[config.mk]
export PLATFORM = sky130hd
export DESIGN_NAME = pipe_seg_adder
export DESIGN_NICKNAME = d
export VERILOG_FILES = /design/src/rtl/pipe_seg_adder.sv
export SDC_FILE = /design/constraint.sdc
export NUM_CORES = 1
export LEC_CHECK = 0
export ABC_AREA = 1
export BUFFER_PORTS_ARGS = -buffer_cell sky130_fd_sc_hd__buf_2
export CORE_MARGIN = 3
export CORE_UTILIZATION = 60
export CTS_BUF_LIST = sky130_fd_sc_hd__clkbuf_4 sky130_fd_sc_hd__clkbuf_8
export DETAILED_ROUTE_END_ITERATION = 16
export PLACE_DENSITY = 0.83
export SLEW_MARGIN = 30
export SYNTH_ARGS = -nofsm -noshare
export SYNTH_HDL_FRONTEND = slang
export SYNTH_SLANG_ARGS = --single-unit
[constraint.sdc]
create_clock -name clk -period 2.35 [get_ports clk]
set_input_delay 0.1175 -clock clk [delete_from_list [all_inputs] [get_ports clk]]
set_output_delay 0.1175 -clock clk [all_outputs]
set_load 0.03 [all_outputs]
[src/rtl/pipe_seg_adder.sv]
// Pipelined, segmented carry-chain adder/subtractor.
// Each stage resolves one SEG-bit slice of the sum. Operand bits that are not
// yet resolved ride forward in the stage registers alongside the resolved low
// sum bits. One global advance signal moves the whole pipeline, so bubbles keep
// their slots and a full pipe holds exactly STAGES beats.
module pipe_seg_adder #(
   parameter int WIDTH = 32,
   parameter int SEG   = 8
) (
   input  logic             clk,
   input  logic             rst_n,
   input  logic             in_valid,
   output logic             in_ready,
   input  logic [WIDTH-1:0] a,
   input  logic [WIDTH-1:0] b,
   input  logic             cin,
   input  logic             sub,
   output logic             out_valid,
   input  logic             out_ready,
   output logic [WIDTH-1:0] sum,
   output logic             cout,
   output logic             ovf
);

   // SEG_SAFE keeps the divide legal long enough for the check below to report.
   localparam int SEG_SAFE = (SEG < 1) ? 1 : SEG;
   localparam int STAGES   = WIDTH / SEG_SAFE;

   generate
      if ((SEG < 1) || ((WIDTH % SEG_SAFE) != 0)) begin : g_bad_params
         $error("pipe_seg_adder: WIDTH must be a positive multiple of SEG");
      end
   endgenerate

   logic             adv;
   logic [WIDTH-1:0] b_cond;
   logic             c0;

   // The pipeline moves when the output slot is empty or is being drained.
   assign adv      = !out_valid || out_ready;
   assign in_ready = adv;

   // Subtraction is A + ~B + 1, so the mode is absorbed into B' and c0 at
   // entry and needs no further tracking per beat.
   assign b_cond = sub ? ~b : b;
   assign c0     = sub ? 1'b1 : cin;

   genvar gi;
   generate
      for (gi = 0; gi < STAGES; gi++) begin : g_stage
         // Operand bits still unresolved when a beat enters this stage.
         localparam int OP_W = WIDTH - gi * SEG;

         logic [OP_W-1:0]       op_a;
         logic [OP_W-1:0]       op_b;
         logic                  c_in;
         logic                  v_in;
         logic [SEG:0]          seg_res;
         logic [(gi+1)*SEG-1:0] sum_next;
         logic                  valid_reg;
         logic [(gi+1)*SEG-1:0] sum_reg;
         logic                  carry_reg;

         if (gi == 0) begin : g_entry
            assign op_a     = a;
            assign op_b     = b_cond;
            assign c_in     = c0;
            assign v_in     = in_valid;
            assign sum_next = seg_res[SEG-1:0];
         end else begin : g_chain
            assign op_a     = g_stage[gi-1].g_fwd.a_fwd_reg;
            assign op_b     = g_stage[gi-1].g_fwd.b_fwd_reg;
            assign c_in     = g_stage[gi-1].carry_reg;
            assign v_in     = g_stage[gi-1].valid_reg;
            assign sum_next = {seg_res[SEG-1:0], g_stage[gi-1].sum_reg};
         end

         // Only the lowest unresolved slice is added here.
         assign seg_res = {1'b0, op_a[SEG-1:0]} + {1'b0, op_b[SEG-1:0]}
                        + {{SEG{1'b0}}, c_in};

         // Stage register: valid bit, resolved low sum and carry advance together.
         always_ff @(posedge clk or negedge rst_n) begin
            if (!rst_n) begin
               valid_reg <= 1'b0;
               sum_reg   <= '0;
               carry_reg <= 1'b0;
            end else if (adv) begin
               valid_reg <= v_in;
               sum_reg   <= sum_next;
               carry_reg <= seg_res[SEG];
            end
         end

         if (gi < STAGES - 1) begin : g_fwd
            logic [OP_W-SEG-1:0] a_fwd_reg;
            logic [OP_W-SEG-1:0] b_fwd_reg;

            // Skew the still-unresolved upper operand slices one stage forward.
            always_ff @(posedge clk or negedge rst_n) begin
               if (!rst_n) begin
                  a_fwd_reg <= '0;
                  b_fwd_reg <= '0;
               end else if (adv) begin
                  a_fwd_reg <= op_a[OP_W-1:SEG];
                  b_fwd_reg <= op_b[OP_W-1:SEG];
               end
            end
         end else begin : g_last
            logic ovf_reg;
            logic msb_carry;

            // Carry into the MSB recovered from its sum bit: s = a ^ b ^ c.
            assign msb_carry = seg_res[SEG-1] ^ op_a[SEG-1] ^ op_b[SEG-1];

            // Signed overflow is registered with the final slice.
            always_ff @(posedge clk or negedge rst_n) begin
               if (!rst_n) begin
                  ovf_reg <= 1'b0;
               end else if (adv) begin
                  ovf_reg <= msb_carry ^ seg_res[SEG];
               end
            end
         end
      end
   endgenerate

   assign out_valid = g_stage[STAGES-1].valid_reg;
   assign sum       = g_stage[STAGES-1].sum_reg;
   assign cout      = g_stage[STAGES-1].carry_reg;
   assign ovf       = g_stage[STAGES-1].g_last.ovf_reg;

endmodule
==> impl_metrics.csv, run 1 <==
group,metric,value,unit
synthesis,synth_ff_type,"dfrtp_1",
synthesis,synth_warnings,0,
power_and_ir_drop,p_int,8.03,mW
worst_setup_path,worstPathRequired,2730,ps
placement,port_buffers,105,
die,die_h,125,um
die,core,13600,um^2
layout,layout_common_cells,"441 x nand2_1, 185 x dfrtp_1, 104 x buf_2",
synthesis,synth_seq_cells,185,
power_and_ir_drop,p_leak,5.28,nW
drt,ant_nets,0,
worst_setup_path,worst_setup_path_start_kind,"register",
global_routing,antenna_found_initial,0,
power_and_ir_drop,p_clk_share,19.0,%
synthesis,synthArstFlopShare,100,%
synthesis,synth_seq_area_share,54.5,%
die,initial_utilization,62.7,%
die,num_io_pins,106,
sta,worst_pin_slew,875,ps
clocking,cts_setup_buffers,0,
worst_setup_path,path_cells,"fa_1 > fa_1 > nand3_1 > nand3_1 > nand2_1 > nand2_1 > nand2_1 > nand3_1 > a31oi_1",
drt,dr_total_vias,6741,
synthesis,syn_inst,979,
drt,drt-initial-drc-count,548,
synthesis,synth-edff-count,0,
synthesis,synth.distinct_cells,28,
layout,seq_area,4630,um^2
clocking,cts_max_level,4,
clocking,cts_made_buffers,17,
drt,drt_wl_total,17.9,mm
layout,num-fill-cells,930,
drt,dr.pass1.iters,5,
sta,max_freq,479,MHz
clocking,clkTransAtPathRegs,90,ps
global_routing,track_usage,24.2,%
run_status,status,"finished clean",
sta,skew,9.20,ps
drt,drc_errors,0,
power_and_ir_drop,p_per_area,1330,nW/um^2
run,drv_cap,0,
power_and_ir_drop,swShare,40.4,%
clocking,insertion_delay,460,ps
clocking,clock_sink_count,185,
sta,hold_violations,0,
sta,relSlewSlack,41.7,%
sta,fin_tns_setup,0,ps
clocking,hold_buffers,47,
sta,fin_crit_sh,88.8,%
hold_path,hp-class,"input port to register",
synthesis,syn_avg_cell_area,8.68,um^2
worst_setup_path,cp_slowest_stage_delay,480,ps
worst_setup_path,cp.arrival,2470,ps
synthesis,syn_nets,1085,
global_routing,grt_first_pass_wirelength,30.9,mm
power_and_ir_drop,pwr-share-seq,40.0,%
layout,antenna_cells,0,
clocking,cts_resized,0,
sta,rsz0062_at_grt,"no",
die,fp.dieArea,15600,um^2
global_routing,grt_pass1_vias,6462,
placement,gp_congestion,0.862,
sta,setup_viol,0,
power_and_ir_drop,ir_worst_vdd,640,uV
synthesis,synth_area,8500,um^2
clocking,clk_path_buf_depth,2,
clocking,root_buffer,"clkbuf_8",
drt,routed_via_density,5.17,
layout,layout-drive-gt1-share,14.1,%
sta,period_needed,2090,ps
die,dieWidth,125,um
drt,wire_per_inst,13.8,um
global_routing,overflow,0,
layout,utilization,74.7,%
placement,hpwl,11.2,mm
worst_setup_path,endpoint_kind,"register",
worst_setup_path,crit_type,"register to register",
die,num_rows,42,
power_and_ir_drop,pwr-share-comb,41.0,%
layout,nNetsFinal,1220,
layout,multi_input_area,3450,um^2
layout,syn_to_final_growth,19.1,%
layout,final_common_cell,"nand2_1",
worst_setup_path,critPathMaxFanout,3,
clocking,cts_tree,"done",
global_routing,grt_max_degree,213,
sta,drv_slew,0,
power_and_ir_drop,p_switching,5.45,mW
worst_setup_path,worst_path_max_delay_cell,"fa_1",
## area by class of cell
| class | instances | area share [%] |
|---|---|---|
| clock buffers | 21 | 2.79 |
| multi-input cells | 693 | 34.0 |
| flip-flops and latches | 185 | 45.7 |
| clock inverters | 11 | 2.13 |
| repair buffers | 160 | 11.0 |
| well taps | 176 | 2.17 |
| inverters | 57 | 2.14 |
## final timing paths
check	endpoint	slack, ps	cells after the start	start
min in group asynchronous	g_stage[0].sum_reg[7]	100	2	rst_n
max	g_stage[2].sum_reg[22]	260	9	g_stage[1].carry_reg
max reg2reg	g_stage[2].sum_reg[22]	260	9	g_stage[1].carry_reg
min reg2reg	out_valid	460	2	g_stage[2].valid_reg
min	g_stage[0].g_fwd.b_fwd_reg[16]	20	3	b[24]
max in group asynchronous	g_stage[0].g_fwd.a_fwd_reg[14]	1540	3	rst_n
## cell usage after synthesis (all sizes together) (3+ instances only)
master / count / area (um^2)
a21oi: 26 / 134
a31oi: 5 / 31.3
buf: 33 / 173
clkbuf: 11 / 41.3
dfrtp: 185 / 4630
fa: 8 / 160
ha: 28 / 350
inv: 56 / 210
nand2: 444 / 1670
nand3: 25 / 145
nand4: 3 / 18.8
nor2: 19 / 76.3
o211ai: 6 / 45.0
o21ai: 80 / 400
or2: 8 / 50.1
xnor2: 30 / 263
xor2: 10 / 87.6
## through the flow
step	cell area (um^2)	instances	power, mW	hold slack [ps]	setup WS, ps
3_3_place_gp	9160	1224	10.6	21.9	389
5_1_grt	10100	1303	14.6	42.7	99.8
2_1_floorplan	8500	979	9.38	-178	320
4_1_cts	10100	1303	13.5	3.99	274
3_5_place_dp	9160	1224	10.8	22.8	322
6_report	10100	1303	13.5	23.3	262
## worst max-delay path: cells and delay by family (launching register included)
family / cells / cell delay [ps]
flip-flops: 1 / 410
AO/OA/AOI/OAI: 1 / 170
adder cells (fa/ha/maj): 2 / 910
AND/OR/NAND/NOR: 6 / 530
## per-layer routing
layer / GRT usage, % / wire length, um
met1: 35.4 / 8330
met2: 37.3 / 8440
met3: 4.56 / 880
met4: 7.27 / 278
met5: 0 / 0
## power by group through the flow
stage | sequential [mW] | combinational, mW | clock [mW]
floorplan | 5.83 | 3.55 | 0
global placement | 5.38 | 5.19 | 0
detailed placement | 5.44 | 5.38 | 0
CTS | 5.39 | 5.52 | 2.59
global route | 5.58 | 6.27 | 2.72
finish | 5.39 | 5.52 | 2.56
## cell families after synthesis
kind of cell    count (synthesis)  share of synthesized area [%]
fa+ha+maj                      36                           6.01
compound gates                117                           7.18
simple gates                  500                           23.2
flops                         185                           54.5
buf+inv                       101                           5.03
xor+xnor                       40                           4.12
No activity file was read; power rests on OpenSTA's default activity.
==> inputs of run 2 (changes only) <==
--- a/config.mk
+++ b/config.mk
@@ -8,10 +8,10 @@
 export ABC_AREA = 1
 export BUFFER_PORTS_ARGS = -buffer_cell sky130_fd_sc_hd__buf_2
 export CORE_MARGIN = 3
-export CORE_UTILIZATION = 60
-export CTS_BUF_LIST = sky130_fd_sc_hd__clkbuf_4 sky130_fd_sc_hd__clkbuf_8
+export CORE_UTILIZATION = 58
 export DETAILED_ROUTE_END_ITERATION = 16
-export PLACE_DENSITY = 0.83
+export MAX_ROUTING_LAYER = met4
+export PLACE_DENSITY = 0.81
 export SLEW_MARGIN = 30
 export SYNTH_ARGS = -nofsm -noshare
 export SYNTH_HDL_FRONTEND = slang
==> impl_metrics.csv, run 2 (synthesis results as in run 1) <==
group,metric,value,unit
run_status,status,"finished clean",
placement,dp_cells,1234,
drt,dr.pass1.iters,6,
placement,placed_area,9190,um^2
sta,setup_viol,0,
drt,dr_total_vias,6656,
die,core,14100,um^2
worst_setup_path,worstPathRequired,2690,ps
run,drv_cap,0,
clocking,root_buffer,"clkbuf_16",
clocking,cts_resized,0,
layout,final_common_cell,"nand2_1",
layout,layout-drive-gt1-share,14.4,%
power_and_ir_drop,ir_worst_vdd,595,uV
worst_setup_path,crit_type,"register to register",
sta,relSlewSlack,61.3,%
worst_setup_path,endpoint_kind,"register",
global_routing,grt_max_degree,119,
sta,fin_tns_setup,0,ps
worst_setup_path,worst_setup_path_start_kind,"register",
clocking,clock_sink_count,185,
layout,final_area,10200,um^2
sta,fin_crit_sh,86.4,%
placement,gp_congestion,0.860,
clocking,cts_tree,"done",
worst_setup_path,critPathMaxFanout,3,
worst_setup_path,r2r-end,"g_stage[2].sum_reg[22]",
worst_setup_path,reg2reg_depth,9,
sta,drv_slew,0,
placement,hpwl,11.6,mm
sta,max_freq,493,MHz
drt,drt-initial-drc-count,520,
sta,skew,5.53,ps
sta,layout_setup_ws,320,ps
global_routing,grt_pass1_vias,6503,
placement,place_worst_setup_slack,352,ps
drt,drt_wl_total,18.1,mm
hold_path,hold_start,"b[28]",
drt,wire_per_inst,13.8,um
sta,whs,13.9,ps
power_and_ir_drop,p_leak,5.32,nW
global_routing,antenna_found_initial,0,
layout,num-fill-cells,1063,
layout,utilization,72.7,%
layout,seq_area,4630,um^2
die,initial_utilization,60.3,%
clocking,hold_buffers,45,
clocking,cts_max_level,4,
layout,nNetsFinal,1224,
clocking,cts_made_buffers,17,
die,dieWidth,127,um
placement,port_buffers,105,
drt,routed_via_density,5.08,
global_routing,grt_first_pass_wirelength,31.3,mm
sta,period_needed,2030,ps
hold_path,hold_end,"g_stage[0].g_fwd.b_fwd_reg[20]",
global_routing,track_usage,24.8,%
clocking,clkTransAtPathRegs,60,ps
layout,final_cells,1311,
layout,layout_common_cells,"441 x nand2_1, 185 x dfrtp_1, 104 x buf_2",
layout,antenna_cells,0,
clocking,cts_setup_buffers,0,
power_and_ir_drop,p_total,13.9,mW
hold_path,hp-class,"input port to register",
clocking,insertion_delay,420,ps
worst_setup_path,r2r-start,"g_stage[1].carry_reg",
drt,ant_nets,0,
worst_setup_path,r2r_setup_slack,320,ps
die,num_rows,43,
worst_setup_path,cp.arrival,2370,ps
sta,worst_pin_slew,580,ps
die,fp.dieArea,16100,um^2
global_routing,overflow,0,
power_and_ir_drop,p_per_area,1350,nW/um^2
layout,syn_to_final_growth,20.6,%
drt,drc_errors,0,
die,die_h,127,um
sta,hold_violations,0,
hold_path,hold_depth,3,
die,num_io_pins,106,
layout,multi_input_area,3450,um^2
sta,rsz0062_at_grt,"no",
clocking,clk_path_buf_depth,2,
-- run 2: critical path, stage by stage (launching register included) --
cell     delay [ps]
dfrtp_1         400
fa_1            470
fa_1            410
nand3_1          90
nand3_1         100
nand2_1         100
nand2_1          50
nand2_1          70
nand3_1          80
a31oi_1         180
-- run 2: how the worst max path moves through the flow --
stage | end | slack, ps | from | cells past startpoint
3_5_place_dp | g_stage[2].sum_reg[22] | 350 | g_stage[1].carry_reg | 9
3_3_place_gp | g_stage[2].sum_reg[22] | 430 | g_stage[1].carry_reg | 9
6_report | g_stage[2].sum_reg[22] | 320 | g_stage[1].carry_reg | 9
2_1_floorplan | g_stage[0].sum_reg[6] | 320 | sub | 14
5_1_grt | g_stage[2].sum_reg[22] | 210 | g_stage[1].carry_reg | 9
4_1_cts | g_stage[2].sum_reg[22] | 340 | g_stage[1].carry_reg | 9
-- run 2: where the power goes --
part | switching, mW | internal, mW | leakage, nW
Clock | 1.18 | 1.73 | 0.281
Sequential | 0.805 | 4.61 | 2.24
Combinational | 3.56 | 1.97 | 2.80
Total | 5.55 | 8.30 | 5.32
-- run 2: area by class of cell --
type | instances | area share, %
sequential | 185 | 45.2
multi-input combinational | 693 | 33.6
timing repair buffer | 164 | 11.0
clock buffer | 21 | 4.49
tap | 180 | 2.20
inverter | 57 | 2.11
clock inverter | 11 | 1.43
-- run 2: layer usage --
| layer | vias up | track usage [%] | share of wire (%) |
|---|---|---|---|
| li1 | 3360 | - | - |
| met1 | 3137 | 35.8 | 49 |
| met3 | 19 | 4.26 | 4.0 |
| met4 | 0 | 6.69 | 1.1 |
| met5 | - | - | 0 |
| met2 | 140 | 37.1 | 46 |
==> inputs of run 3 (changes only) <==
--- a/config.mk
+++ b/config.mk
@@ -5,7 +5,7 @@
 export SDC_FILE = /design/constraint.sdc
 export NUM_CORES = 1
 export LEC_CHECK = 0
-export ABC_AREA = 1
+export ABC_AREA = 0
 export BUFFER_PORTS_ARGS = -buffer_cell sky130_fd_sc_hd__buf_2
 export CORE_MARGIN = 3
 export CORE_UTILIZATION = 58
==> impl_metrics.csv, run 3 <==
group,metric,value,unit
synthesis,synth_top_area_share,55.6,%
power_and_ir_drop,pwr-share-comb,41.1,%
run_status,status,"finished clean",
clocking,insertion_delay,420,ps
sta,period_needed,2230,ps
drt,wire_per_inst,14.4,um
layout,syn_to_final_growth,21.1,%
worst_setup_path,worstPathRequired,2630,ps
worst_setup_path,cp_slowest_stage_delay,430,ps
synthesis,yosysTopAreaCell,"dfrtp_1",
die,core,13900,um^2
layout,final_area,10100,um^2
worst_setup_path,crit_buf_inv,0,
worst_setup_path,path_cells,"fa_2 > fa_2 > a21o_1 > a21oi_2 > o21bai_1 > a21oi_2 > xor2_1 > o21ai_0",
global_routing,grt_first_pass_wirelength,30.4,mm
layout,final_common_cell,"nand2_1",
worst_setup_path,cp.arrival,2500,ps
layout,layout_common_cells,"421 x nand2_1, 185 x dfrtp_1, 104 x buf_2",
clocking,cts_made_buffers,17,
drt,ant_nets,0,
worst_setup_path,r2r_setup_slack,120,ps
clocking,root_buffer,"clkbuf_16",
placement,dp_cells,1169,
power_and_ir_drop,p_clk_share,18.9,%
die,initial_utilization,59.7,%
sta,layout_setup_ws,122,ps
worst_setup_path,crit_type,"register to register",
power_and_ir_drop,swShare,39.6,%
synthesis,synth.distinct_cells,39,
hold_path,hold_depth,3,
sta,rsz0062_at_grt,"no",
worst_setup_path,critPathCapture,"g_stage[2].sum_reg[22]",
sta,whs,5.06,ps
placement,placed_area,9100,um^2
drt,routed_via_density,5.20,
sta,max_freq,449,MHz
drt,dr_total_vias,6448,
worst_setup_path,worst_setup_path_start_kind,"register",
synthesis,synth-edff-count,0,
power_and_ir_drop,p_leak,5.20,nW
synthesis,synth_common_cells,"421 x nand2_1, 185 x dfrtp_1, 46 x o21ai_0",
synthesis,syn_nets,1019,
synthesis,syn_inst,913,
worst_setup_path,worst_path_max_delay_cell,"fa_2",
placement,place_worst_setup_slack,-75.5,ps
global_routing,antenna_found_initial,0,
die,die_h,126,um
global_routing,grt_max_degree,128,
power_and_ir_drop,ir_worst_vdd,1330,uV
layout,num-fill-cells,1016,
synthesis,synth_warnings,0,
synthesis,synth_area,8320,um^2
synthesis,synth_seq_cells,185,
sta,drv_slew,0,
die,dieWidth,126,um
global_routing,overflow,0,
layout,nNetsFinal,1156,
placement,gp_congestion,0.850,
placement,hpwl,11.9,mm
drt,drt-initial-drc-count,589,
hold_path,hp-class,"input port to register",
drt,dr.pass1.iters,5,
run,drv_cap,0,
drt,drc_errors,0,
sta,worst_pin_slew,727,ps
sta,skew,8.80,ps
clocking,cts_tree,"done",
layout,layout-drive-gt1-share,15.1,%
sta,relSlewSlack,51.6,%
die,num_io_pins,106,
sta,setup_viol,0,
synthesis,synth_most_common_cell,"nand2_1",
power_and_ir_drop,p_int,8.29,mW
worst_setup_path,cp-startpoint,"g_stage[1].carry_reg",
worst_setup_path,r2r-start,"g_stage[1].carry_reg",
power_and_ir_drop,p_per_area,1360,nW/um^2
global_routing,track_usage,24.5,%
worst_setup_path,r2r-end,"g_stage[2].sum_reg[22]",
die,fp.dieArea,15800,um^2
global_routing,grt_pass1_vias,6358,
layout,final_cells,1240,
layout,antenna_cells,0,
power_and_ir_drop,pwr-share-seq,40.0,%
clocking,cts_max_level,4,
worst_setup_path,endpoint_kind,"register",
drt,drt_wl_total,17.8,mm
synthesis,synth_seq_area_share,55.6,%
worst_setup_path,cp_top_family,"adder cells",
synthesis,synthTopCellsByArea,"dfrtp_1 56%, nand2_1 19%, ha_1 4.2%",
clocking,clock_sink_count,185,
sta,hold_violations,0,
synthesis,syn_avg_cell_area,9.11,um^2
synthesis,synth_ff_type,"dfrtp_1",
power_and_ir_drop,p_switching,5.44,mW
synthesis,synthArstFlopShare,100,%
clocking,clkTransAtPathRegs,60,ps
sta,fin_crit_sh,94.8,%
clocking,clk_path_buf_depth,2,
power_and_ir_drop,p_total,13.7,mW
placement,port_buffers,105,
worst_setup_path,critPathMaxFanout,2,
worst_setup_path,crit_cells,8,
worst_setup_path,reg2reg_depth,8,
die,num_rows,43,
## run 3: logic make-up (layout without fill, tap and decap cells)
family,after synthesis,after routing,share of synthesized area (%)
compound gates,117,117,8.75
flops,185,185,55.6
simple gates,460,460,21.2
xor+xnor,50,50,5.26
fa+ha+maj,36,36,6.14
buf+inv,65,212,3.04
## run 3: power by group through the flow
stage	registers (mW)	logic, mW	clock network, mW
2_1_floorplan	5.85	3.53	0
3_3_place_gp	5.44	5.28	0
3_5_place_dp	5.50	5.53	0
4_1_cts	5.48	5.68	2.62
5_1_grt	5.67	6.37	2.76
6_report	5.49	5.64	2.60
## run 3: worst reg2reg max path: stages, from the launching register on
cell and delay, ps:
dfrtp_1 410, fa_2 430, fa_2 360, a21o_1 190, a21oi_2 170, o21bai_1 90
a21oi_2 190, xor2_1 150, o21ai_0 100
## run 3: how the worst min path moves through the flow
stage          slack [ps]  start                             end
6_report                5  b[30]  g_stage[0].g_fwd.b_fwd_reg[22]
5_1_grt                 6  b[30]  g_stage[0].g_fwd.b_fwd_reg[22]
4_1_cts               0.5  b[30]  g_stage[0].g_fwd.b_fwd_reg[22]
3_5_place_dp          180  rst_n                         sum[16]
3_3_place_gp          180  rst_n                         sum[16]
2_1_floorplan        -180  rst_n                            cout
## run 3: metal layers
| layer | up-vias | routed length, um | track usage [%] |
|---|---|---|---|
| met5 | - | 0 | - |
| met4 | 0 | 405 | 8.58 |
| met3 | 25 | 826 | 4.33 |
| met2 | 176 | 8650 | 38.2 |
| met1 | 3079 | 7930 | 33.0 |
| li1 | 3168 | - | - |
## run 3: final cells by class
cell class                      count  area, um^2  area share [%]
Multi-Input combinational cell    663        3460            34.4
Inverter                           20        77.6           0.770
Sequential cell                   185        4630            46.0
Clock buffer                       21         450            4.47
Tap cell                          180         225            2.24
Clock inverter                      8        76.3           0.758
Timing Repair Buffer              163        1150            11.4
## run 3: per-stage QoR
step	TNS [ps]	utilization (%)
after floorplan	0	-
after global placement	0	65.3
after detailed placement	-75.5	65.3
after CTS	0	72.2
after global routing	0	72.3
final	0	72.3
## run 3: timing repair
item,in CTS,in global routing
resized for setup,3,5
endpoints found under the setup margin,1,4
hold buffers,42,0
endpoints found under the hold margin,109,0
buffers inserted,0,0
pin swaps,0,1
